`src/rtl/axi_lite_req_arbiter.sv`:
```
// Two-requester round-robin front end for an AXI4-Lite master: grants one
// single read/write at a time, sequences it to the master and bounds it with a watchdog.
module axi_lite_req_arbiter #(
    parameter int ADDR_WIDTH     = 32,
    parameter int DATA_WIDTH     = 32,
    parameter int TIMEOUT_CYCLES = 256
) (
    input  logic                  aclk,
    input  logic                  areset_n,
    // Handshake: a request transfers on a rising edge where valid && ready;
    // the payload must stay stable while valid is high and ready is low.
    input  logic                  req0_valid,
    input  logic                  req0_write,
    input  logic [ADDR_WIDTH-1:0] req0_addr,
    input  logic [DATA_WIDTH-1:0] req0_wdata,
    output logic                  req0_ready,
    output logic                  req0_done,
    output logic [DATA_WIDTH-1:0] req0_rdata,
    output logic [1:0]            req0_resp,
    input  logic                  req1_valid,
    input  logic                  req1_write,
    input  logic [ADDR_WIDTH-1:0] req1_addr,
    input  logic [DATA_WIDTH-1:0] req1_wdata,
    output logic                  req1_ready,
    output logic                  req1_done,
    output logic [DATA_WIDTH-1:0] req1_rdata,
    output logic [1:0]            req1_resp,
    output logic                  start_read,
    output logic                  start_write,
    output logic [ADDR_WIDTH-1:0] addr,
    output logic [DATA_WIDTH-1:0] data,
    input  logic                  mst_done,
    input  logic [DATA_WIDTH-1:0] mst_rdata,
    input  logic [1:0]            mst_resp,
    output logic                  busy,
    output logic                  grant,
    output logic [1:0]            o_dbg_state
);

    typedef enum logic [1:0] {
        S_IDLE  = 2'd0,
        S_ISSUE = 2'd1,
        S_WAIT  = 2'd2,
        S_RESP  = 2'd3
    } state_t;

    localparam int              CNT_W    = $clog2(TIMEOUT_CYCLES);
    localparam logic [CNT_W-1:0] CNT_LAST = CNT_W'(TIMEOUT_CYCLES - 1);

    state_t                  r_state;
    state_t                  w_next;
    logic                    r_write;
    logic                    r_grant;
    logic                    r_last_grant;
    logic [ADDR_WIDTH-1:0]   r_addr;
    logic [DATA_WIDTH-1:0]   r_data;
    logic [DATA_WIDTH-1:0]   r_rdata;
    logic [1:0]              r_resp;
    logic [CNT_W-1:0]        r_cnt;
    logic                    w_pick;
    logic                    w_accept;
    logic                    w_timeout;

    // Winner selection: a lone requester wins; on a tie the one not served last wins.
    always_comb begin
        w_pick = 1'b0;
        if (req0_valid && req1_valid) begin
            w_pick = ~r_last_grant;
        end else if (req1_valid) begin
            w_pick = 1'b1;
        end
    end

    assign req0_ready = (r_state == S_IDLE) && req0_valid && !w_pick;
    assign req1_ready = (r_state == S_IDLE) && req1_valid &&  w_pick;
    assign w_accept   = req0_ready || req1_ready;
    assign w_timeout  = (r_cnt == CNT_LAST);

    always_ff @(posedge aclk or negedge areset_n) begin
        if (!areset_n) begin
            r_state <= S_IDLE;
        end else begin
            r_state <= w_next;
        end
    end

    always_comb begin
        w_next = r_state;
        case (r_state)
            S_IDLE:  if (w_accept) w_next = S_ISSUE;
            S_ISSUE: w_next = S_WAIT;
            S_WAIT:  if (mst_done || w_timeout) w_next = S_RESP;
            S_RESP:  w_next = S_IDLE;
            default: w_next = S_IDLE;
        endcase
    end

    always_ff @(posedge aclk or negedge areset_n) begin
        if (!areset_n) begin
            r_write      <= 1'b0;
            r_grant      <= 1'b0;
            r_last_grant <= 1'b1;
            r_addr       <= '0;
            r_data       <= '0;
            r_rdata      <= '0;
            r_resp       <= 2'b00;
            r_cnt        <= '0;
        end else begin
            if (w_accept) begin
                r_write      <= w_pick ? req1_write : req0_write;
                r_addr       <= w_pick ? req1_addr  : req0_addr;
                r_data       <= w_pick ? req1_wdata : req0_wdata;
                r_grant      <= w_pick;
                r_last_grant <= w_pick;
            end
            if (r_state == S_ISSUE) begin
                r_cnt <= '0;
            end else if (r_state == S_WAIT && !w_timeout) begin
                r_cnt <= r_cnt + CNT_W'(1);
            end
            // A completion wins over a timeout landing on the same edge.
            if (r_state == S_WAIT) begin
                if (mst_done) begin
                    r_rdata <= r_write ? '0 : mst_rdata;
                    r_resp  <= mst_resp;
                end else if (w_timeout) begin
                    r_rdata <= '0;
                    r_resp  <= 2'b10;
                end
            end
        end
    end

    assign start_read  = (r_state == S_ISSUE) && !r_write;
    assign start_write = (r_state == S_ISSUE) &&  r_write;
    assign addr        = r_addr;
    assign data        = r_data;
    assign busy        = (r_state != S_IDLE);
    assign grant       = r_grant;
    assign o_dbg_state = r_state;

    assign req0_done  = (r_state == S_RESP) && !r_grant;
    assign req1_done  = (r_state == S_RESP) &&  r_grant;
    assign req0_rdata = req0_done ? r_rdata : '0;
    assign req1_rdata = req1_done ? r_rdata : '0;
    assign req0_resp  = req0_done ? r_resp  : 2'b00;
    assign req1_resp  = req1_done ? r_resp  : 2'b00;

endmodule

```
`config.mk`:
```
export PLATFORM = sky130hd
export DESIGN_NAME = axi_lite_req_arbiter
export DESIGN_NICKNAME = d
export VERILOG_FILES = /design/src/rtl/axi_lite_req_arbiter.sv
export SDC_FILE = /design/constraint.sdc
export NUM_CORES = 1
export LEC_CHECK = 0
export BUFFER_PORTS_ARGS = -buffer_cell sky130_fd_sc_hd__buf_2
export CAP_MARGIN = 20
export CORE_ASPECT_RATIO = 0.9
export CORE_MARGIN = 4
export CORE_UTILIZATION = 44
export CTS_CLUSTER_SIZE = 30
export DETAILED_ROUTE_END_ITERATION = 8
export PLACE_DENSITY = 0.79
export SYNTH_ARGS = -nofsm -noshare
export SYNTH_HDL_FRONTEND = slang
export SYNTH_SLANG_ARGS = --single-unit
```
`constraint.sdc`:
```
create_clock -name aclk -period 2.2 [get_ports aclk]
set_clock_uncertainty 0.15 [all_clocks]
set_input_delay 0.33 -clock aclk [delete_from_list [all_inputs] [get_ports aclk]]
set_output_delay 0.33 -clock aclk [all_outputs]
set_load 0.02 [all_outputs]
```
==> summary.md, run 1 <==
| Metric | Value |
|---|---|
| Filler Cell Count | around 1.1k |
| P&R area growth vs syn | 36.5% |
| Net Sw Frac | approximately 45% |
| Num CTS Buffers | 9 |
| Num ports | roughly 310 |
| Worst setup path startpoint | o_dbg_state[0] |
| Psw | 4.73 mW |
| Critical path type | register to primary output |
| Die height | between 100 and 150 um |
| Slowest Stage Delay on Critical Path | ~0.41 ns |
| GR Util met2 | 36.7% |
| Grt peak-use layer | met2 |
| Hold Fails Final Rpt | 0 |
| HP Class | input port to register |
| Vias in the first global route | approximately 5.2k |
| Fin crit share | 97.2% |
| Max Root-Sink Buffers | 2 |
| Int Power | roughly 5.9 mW |
| Kind of end point of the critical path | primary output |
| Sequential area share after synthesis | between 40% and 50% |
| Mapped Nets | ~770 |
| Post-route cell area | between 7000 and 8000 um^2 |
| Total global-route track usage | between 20 and 25% |
| Outcome | finished clean |
| Slew HR | a little over half |
| Clk Latency, worst-skew pair | roughly 0.33 ns |
| CP bufs+invs | 2 |
| Final setup violation count | 0 |
| Die width | 128 um |
| Synthesized flop and latch total | between 100 and 150 |
| Core Area | about 13000 um^2 |
| CP Data Required Time | ~1.7 ns |
| Die area | approximately 15000 um^2 |
| Number of cells produced by synthesis | 593 |
| Slew @ Worst Pin | just under 0.7 ns |
| Leading area contributor after synthesis | dfrtp_1 |
| Synth top area share | 48.2% |
| Worst slack, placed | 0.235 ns |
| Power density of the placed cells | 1360 nW/um^2 |
| PortBufs | 310 |
| Syn_area_per_cell | around 9.6 um^2 |
| Multi-input gate area | about 2700 um^2 |
| Gate power share | 51.4% |
| Synth warn | 0 |
| Max stage delay cell, worst path | dfrtp_1 |
| Top cells by area, synth | dfrtp_1 (48%), mux2i_1 (12%), nand2_1 (6.6%) |
| Worst path arrival time | about 1.7 ns |
| Vias | between 5k and 6k |
| Max IR drop VDD | about 0.73 mV |
| Flop pwr share | about a third |
| Initial antenna violation count | 2 |
| GR Util met3 | 8.00% |
| Top FF cell, synth | dfrtp_1 |
| Maximum clock rate | between 400 and 500 MHz |
| CP top delay family | flip-flops |
| CTS root buffer | clkbuf_16 |
| Synth cell types | 44 |
| WHS | slightly below 0.07 ns |
| FF+latch area | about 2800 um^2 |
| Final-report max-slew violation count | 0 |
| GP Congestion | a little over 0.8 |
| Via-per-instance ratio | 5.19 |
| Reg-to-reg setup timing slack | roughly 0.25 ns |
| Largest net degree at the start of global routing | around 110 |
| Cells along the critical path | ha_2 > nor2b_4 > buf_12 > and2_1 > buf_2 |
| CP Launch Type | register |
| RSZ-0062 raised after global routing | true |
| Reg-to-Reg Start | o_dbg_state[0] |
| Initial Util | between 40% and 50% |
| Post-synth EDFFs | 0 |
| Clock-pin slew on the worst setup and hold paths | about 0.070 ns |
| GRT overflow | 0 |
| Placed Area | between 7000 and 8000 um^2 |
| Final #Nets | about 1.1k |
| Top post-synthesis cells by count | dfrtp_1 (110), nand2_1 (101), mux2i_1 (66), o21ai_0 (66), and2_1 (37) |
| CTS tree | done |
| Worst Hold Launch | mst_rdata[26] |
| Clock sink count | ~110 |
| Post-Syn Area | about 5700 um^2 |
| Antenna viol nets, final | 0 |
| Drt pass-1 iters | 5 |
| Row cnt | 39 |
| H-tree Lvls | 3 |
| Tmin final | ~2.1 ns |
| Crit-path max FO | 18 |
| Leakage | between 4 and 5 nW |
| Post-route setup slack | just over 0.06 ns |
| Share of layout cells above drive strength 1 | about two fifths |
| First-pass GRT wire length | ~27 mm |
| Drt total wl | 17.6 mm |
| Drt wl/cell | approximately 17 um |
| Placed wire-length estimate | ~13 mm |
| Cell with the most instances after synthesis | dfrtp_1 |
| Max-cap violation count | 0 |
| Initial DRC count | about 340 |
| GR Util met1 | between 20% and 30% |
| Ys async rst share | 100% |
| Clock share of power | between 10% and 20% |
| Residual DRC | 0 |
logic make-up (layout without fill, tap and decap cells):
group | Yosys count | in the layout | share of synthesized area [%]
buf+inv | 54 | 353 | 4.73
compound gates | 151 | 151 | 15.4
other cells | 0 | 3 | 0
flops | 111 | 111 | 48.6
fa+ha+maj | 6 | 6 | 1.31
simple gates | 202 | 202 | 17.7
mux | 69 | 69 | 12.2
state kept, by name (all words and copies together) (netlist names):
name and cells:
addr 32, o_dbg_state 2, grant 1, r_write 1, data 32, r_cnt 8, r_resp 2, r_last_grant 1
r_rdata 32
cell type report:
| cell class | count | share of cell area [%] |
|---|---|---|
| antenna | 3 | 0.0963 |
| clock buffer | 10 | 2.94 |
| clock inverter | 6 | 0.562 |
| inverter | 7 | 0.337 |
| multi-input combinational | 428 | 34.7 |
| sequential | 111 | 35.7 |
| tap | 164 | 2.63 |
| timing repair buffer | 330 | 23.1 |
worst min-delay path, cell delays in order:
cell,delay [ns]
buf_2,0.08
a22oi_1,0.05
o21ai_0,0.06
path summary, 6_finish.rpt:
kind / depth (start not counted) / to
setup / recovery: 5 / req0_rdata[25]
hold / removal: 3 / r_rdata[26]
setup reg to reg: 6 / r_rdata[14]
hold reg to reg: 2 / data[30]
max in group asynchronous: 3 / data[9]
min in group asynchronous: 3 / r_rdata[8]
repair_timing:
| item | in CTS | in global routing |
|---|---|---|
| cloned | 0 | 1 |
| hold buffers | 1 | 0 |
| endpoints found under the hold margin | 110 | 0 |
| setup endpoints to repair | 1 | 57 |
| gates resized for setup | 2 | 17 |
| setup buffers | 0 | 1 |
stage by stage:
stage,cells,util [%],power [mW],TNS (ns)
6_report,1059,61.4,10.6,0
5_1_grt,1058,61.4,11.4,-0.230
4_1_cts,1054,60.9,10.6,0
3_5_place_dp,1037,58.6,9.03,0
3_3_place_gp,1037,58.6,8.84,0
2_1_floorplan,593,-,7.12,0
metal layers:
layer / share of wire [%] / vias up / routed length [um]
met5: 0 / - / 0
met4: 1.7 / 0 / 291
li1: - / 2674 / -
met2: 50 / 237 / 8740
met1: 39 / 2567 / 6860
met3: 9.6 / 22 / 1700
power by group through the flow:
stage / sequential (mW) / clock [mW] / combinational [mW]
finish: 3.64 / 1.51 / 5.45
global route: 3.77 / 1.65 / 5.99
CTS: 3.63 / 1.56 / 5.40
detailed placement: 3.64 / 0 / 5.40
global placement: 3.61 / 0 / 5.24
floorplan: 4.24 / 0 / 2.87
placed cells by master (no fill, tap or decap), drive strengths merged, types with 4 or more instances in the layout:
master  Yosys  final
nor2        5      5
and2       37     37
buf        23    329
inv         5      7
nor2b       4      4
clkbuf     24     10
nand2     101    101
dfrtp     110    110
mux2i      66     66
clkinv      2      5
a21oi       6      6
nor3        4      4
ha          6      6
o21ai      98     98
and3       35     35
a22oi      32     32
(Power assumes the default switching activity.)
==> inputs of run 2 (changes only) <==
--- a/config.mk
+++ b/config.mk
@@ -10,8 +10,8 @@
 export CORE_ASPECT_RATIO = 0.9
 export CORE_MARGIN = 4
-export CORE_UTILIZATION = 44
+export CORE_UTILIZATION = 45
 export CTS_CLUSTER_SIZE = 30
 export DETAILED_ROUTE_END_ITERATION = 8
-export PLACE_DENSITY = 0.79
+export PLACE_DENSITY = 0.81
 export SYNTH_ARGS = -nofsm -noshare
 export SYNTH_HDL_FRONTEND = slang
--- a/constraint.sdc
+++ b/constraint.sdc
@@ -3,3 +3,3 @@
 set_input_delay 0.33 -clock aclk [delete_from_list [all_inputs] [get_ports aclk]]
 set_output_delay 0.33 -clock aclk [all_outputs]
-set_load 0.02 [all_outputs]
+set_load 0.05 [all_outputs]
==> run 2 against run 1 <==
  * Maximum frequency is 0.48% lower
  * Sequential power hardly changed
  * First-iteration DRC count is 11% lower
  * Utilization is 4.2 points higher
  * Largest power group unchanged
==> summary.md, run 2 (synthesis gave the netlist of run 1 again) <==
| Metric | Value |
|---|---|
| Max stage delay cell, worst path | dfrtp_2 (was dfrtp_1) |
| PortBufs | 310 (unchanged) |
| Initial DRC count | 299 (was 337) |
| Max IR drop VDD | 1.00 mV (was 0.733 mV) |
| Reg-to-reg setup timing slack | 0.23 ns (was 0.25 ns) |
| Kind of end point of the critical path | primary output (unchanged) |
| Fin cells | 1056 (was 1059) |
| Die width | 127 um (was 128 um) |
| Fin crit share | 97.6% (was 97.2%) |
| Placed Instances | 1037 (unchanged) |
| RSZ-0062 raised after global routing | true (unchanged) |
| HP Class | input port to register (unchanged) |
| Filler Cell Count | 999 (was 1080) |
| Final setup violation count | 0 (unchanged) |
| Placed wire-length estimate | 13.6 mm (was 13.3 mm) |
| Maximum clock rate | 465 MHz (was 468 MHz) |
| H-tree Lvls | 3 (unchanged) |
| Multi-input gate area | 2740 um^2 (was 2710 um^2) |
| Vias | 5544 (was 5500) |
| Post-route cell area | 8020 um^2 (was 7800 um^2) |
| Worst path arrival time | 1.67 ns (was 1.66 ns) |
| Max Root-Sink Buffers | 2 (unchanged) |
| Clock-pin slew on the worst setup and hold paths | 0.07 ns (about the same) |
| Tmin final | 2.15 ns (was 2.14 ns) |
| Leading cell type in the layout, fill and taps excluded | buf_2 (unchanged) |
| Drt pass-1 iters | 7 (was 5) |
| Vias in the first global route | 5195 (was 5212) |
| Share of layout cells above drive strength 1 | 43.8% (was 40.1%) |
| Outcome | finished clean (unchanged) |
| Power density of the placed cells | 1650 nW/um^2 (was 1360 nW/um^2) |
| Via-per-instance ratio | 5.25 (was 5.19) |
| Final #Nets | 1065 (was 1062) |
| GP Congestion | 0.823 (was 0.829) |
| Crit-path max FO | 35 (was 18) |
| CTS root buffer | clkbuf_16 (unchanged) |
| Antenna viol nets, final | 0 (unchanged) |
| Die area | 14600 um^2 (was 14900 um^2) |
| Drt total wl | 18.0 mm (was 17.6 mm) |
| CTS tree | done (unchanged) |
| Num CTS Buffers | 9 (unchanged) |
| Clock sink count | 111 (unchanged) |
| Slew @ Worst Pin | 0.752 ns (was 0.677 ns) |
| CP bufs+invs | 2 (unchanged) |
| CP top delay family | flip-flops (unchanged) |
| Residual DRC | 0 (unchanged) |
| Final-report max-slew violation count | 0 (unchanged) |
| Slew HR | 49.7% (was 54.7%) |
| Placed Area | 7520 um^2 (was 7440 um^2) |
| Die height | 115 um (was 116 um) |
| Largest net degree at the start of global routing | 56 (was 112) |
| P&R area growth vs syn | 40.5% (was 36.5%) |
| GRT overflow | 0 (unchanged) |
| Core Area | 12200 um^2 (was 12700 um^2) |
| Clk Latency, worst-skew pair | 0.33 ns (about the same) |
| CP Launch Type | register (unchanged) |
| Max-cap violation count | 0 (unchanged) |
| Row cnt | 38 (was 39) |
| CP Data Required Time | 1.72 ns (about the same) |
| Power, Total | 13.2 mW (was 10.6 mW) |
| Leakage | 4.29 nW (was 4.24 nW) |
| FF+latch area | 2780 um^2 (about the same) |
| Slowest Stage Delay on Critical Path | 0.44 ns (was 0.41 ns) |
| Most frequent cells in the layout | buf_2 (274), dfrtp_1 (108), nand2_1 (101) (was buf_2 (305), dfrtp_1 (109), nand2_1 (101)) |
| Num ports | 311 (unchanged) |
| Initial antenna violation count | 3 (was 2) |
| Drt wl/cell | 17.0 um (was 16.6 um) |
| Critical path type | register to primary output (unchanged) |
| Cells along the critical path | ha_2 > nor2b_2 > buf_12 > and2_2 > buf_4 (was ha_2 > nor2b_4 > buf_12 > and2_1 > buf_2) |
| Hold Fails Final Rpt | 0 (unchanged) |
| Total global-route track usage | 23.1% (was 22.2%) |
| WHS | 0.0714 ns (was 0.0681 ns) |
| Initial Util | 46.8% (was 45.0%) |
| First-pass GRT wire length | 27.0 mm (was 26.6 mm) |
run 2: path summary, 6_finish.rpt:
kind,start,to,cells after the start
worst max-delay path,o_dbg_state[1],req0_rdata[4],5
worst max register to register,o_dbg_state[0],o_dbg_state[1],6
min in group asynchronous,areset_n,o_dbg_state[0],2
worst min register to register,data[27],data[27],2
worst min-delay path,mst_rdata[19],r_rdata[19],3
max in group asynchronous,areset_n,data[9],3
run 2: final cells by class:
| cell class | instances | area share, % |
|---|---|---|
| repair buffers | 333 | 24.7 |
| multi-input cells | 428 | 34.2 |
| well taps | 160 | 2.49 |
| clock buffers | 11 | 2.90 |
| flip-flops and latches | 111 | 34.7 |
| diodes | 1 | 0.0312 |
| clock inverters | 5 | 0.717 |
| inverters | 7 | 0.327 |
run 2: per-layer routing:
layer	up-vias	GRT usage [%]	share of wire, %
li1	2684	-	-
met1	2583	28.3	38
met2	240	38.4	50
met3	33	8.31	9.9
met4	4	7.15	2.2
met5	-	0	0.12
run 2: metrics by stage:
step                      util [%]  TNS (ns)  setup slack (ns)
after global placement        61.5         0             0.302
final                         65.7         0            0.0517
after detailed placement      61.5         0             0.256
after CTS                     64.1         0           0.00478
after global routing          65.7   -0.0307           -0.0110
after floorplan                  -         0            0.0544
run 2: power by group:
group / internal [mW] / total (mW) / switching (mW)
sequential: 2.97 / 3.64 / 0.668
clock: 0.888 / 1.61 / 0.724
combinational: 2.32 / 7.96 / 5.64
total: 6.19 / 13.2 / 7.03
run 2: worst min-delay path: cells and delay by family:
kind	cells	cell delay, ns
AOI/OAI and AO/OA	2	0.11
buffers and inverters	1	0.08
run 2: what timing repair did:
| item | 4_1_cts | 5_1_grt |
|---|---|---|
| hold endpoints to repair | 111 | 0 |
| buffers inserted | 0 | 1 |
| endpoints found under the setup margin | 2 | 72 |
| hold buffers | 1 | 0 |
| gates resized for setup | 4 | 94 |
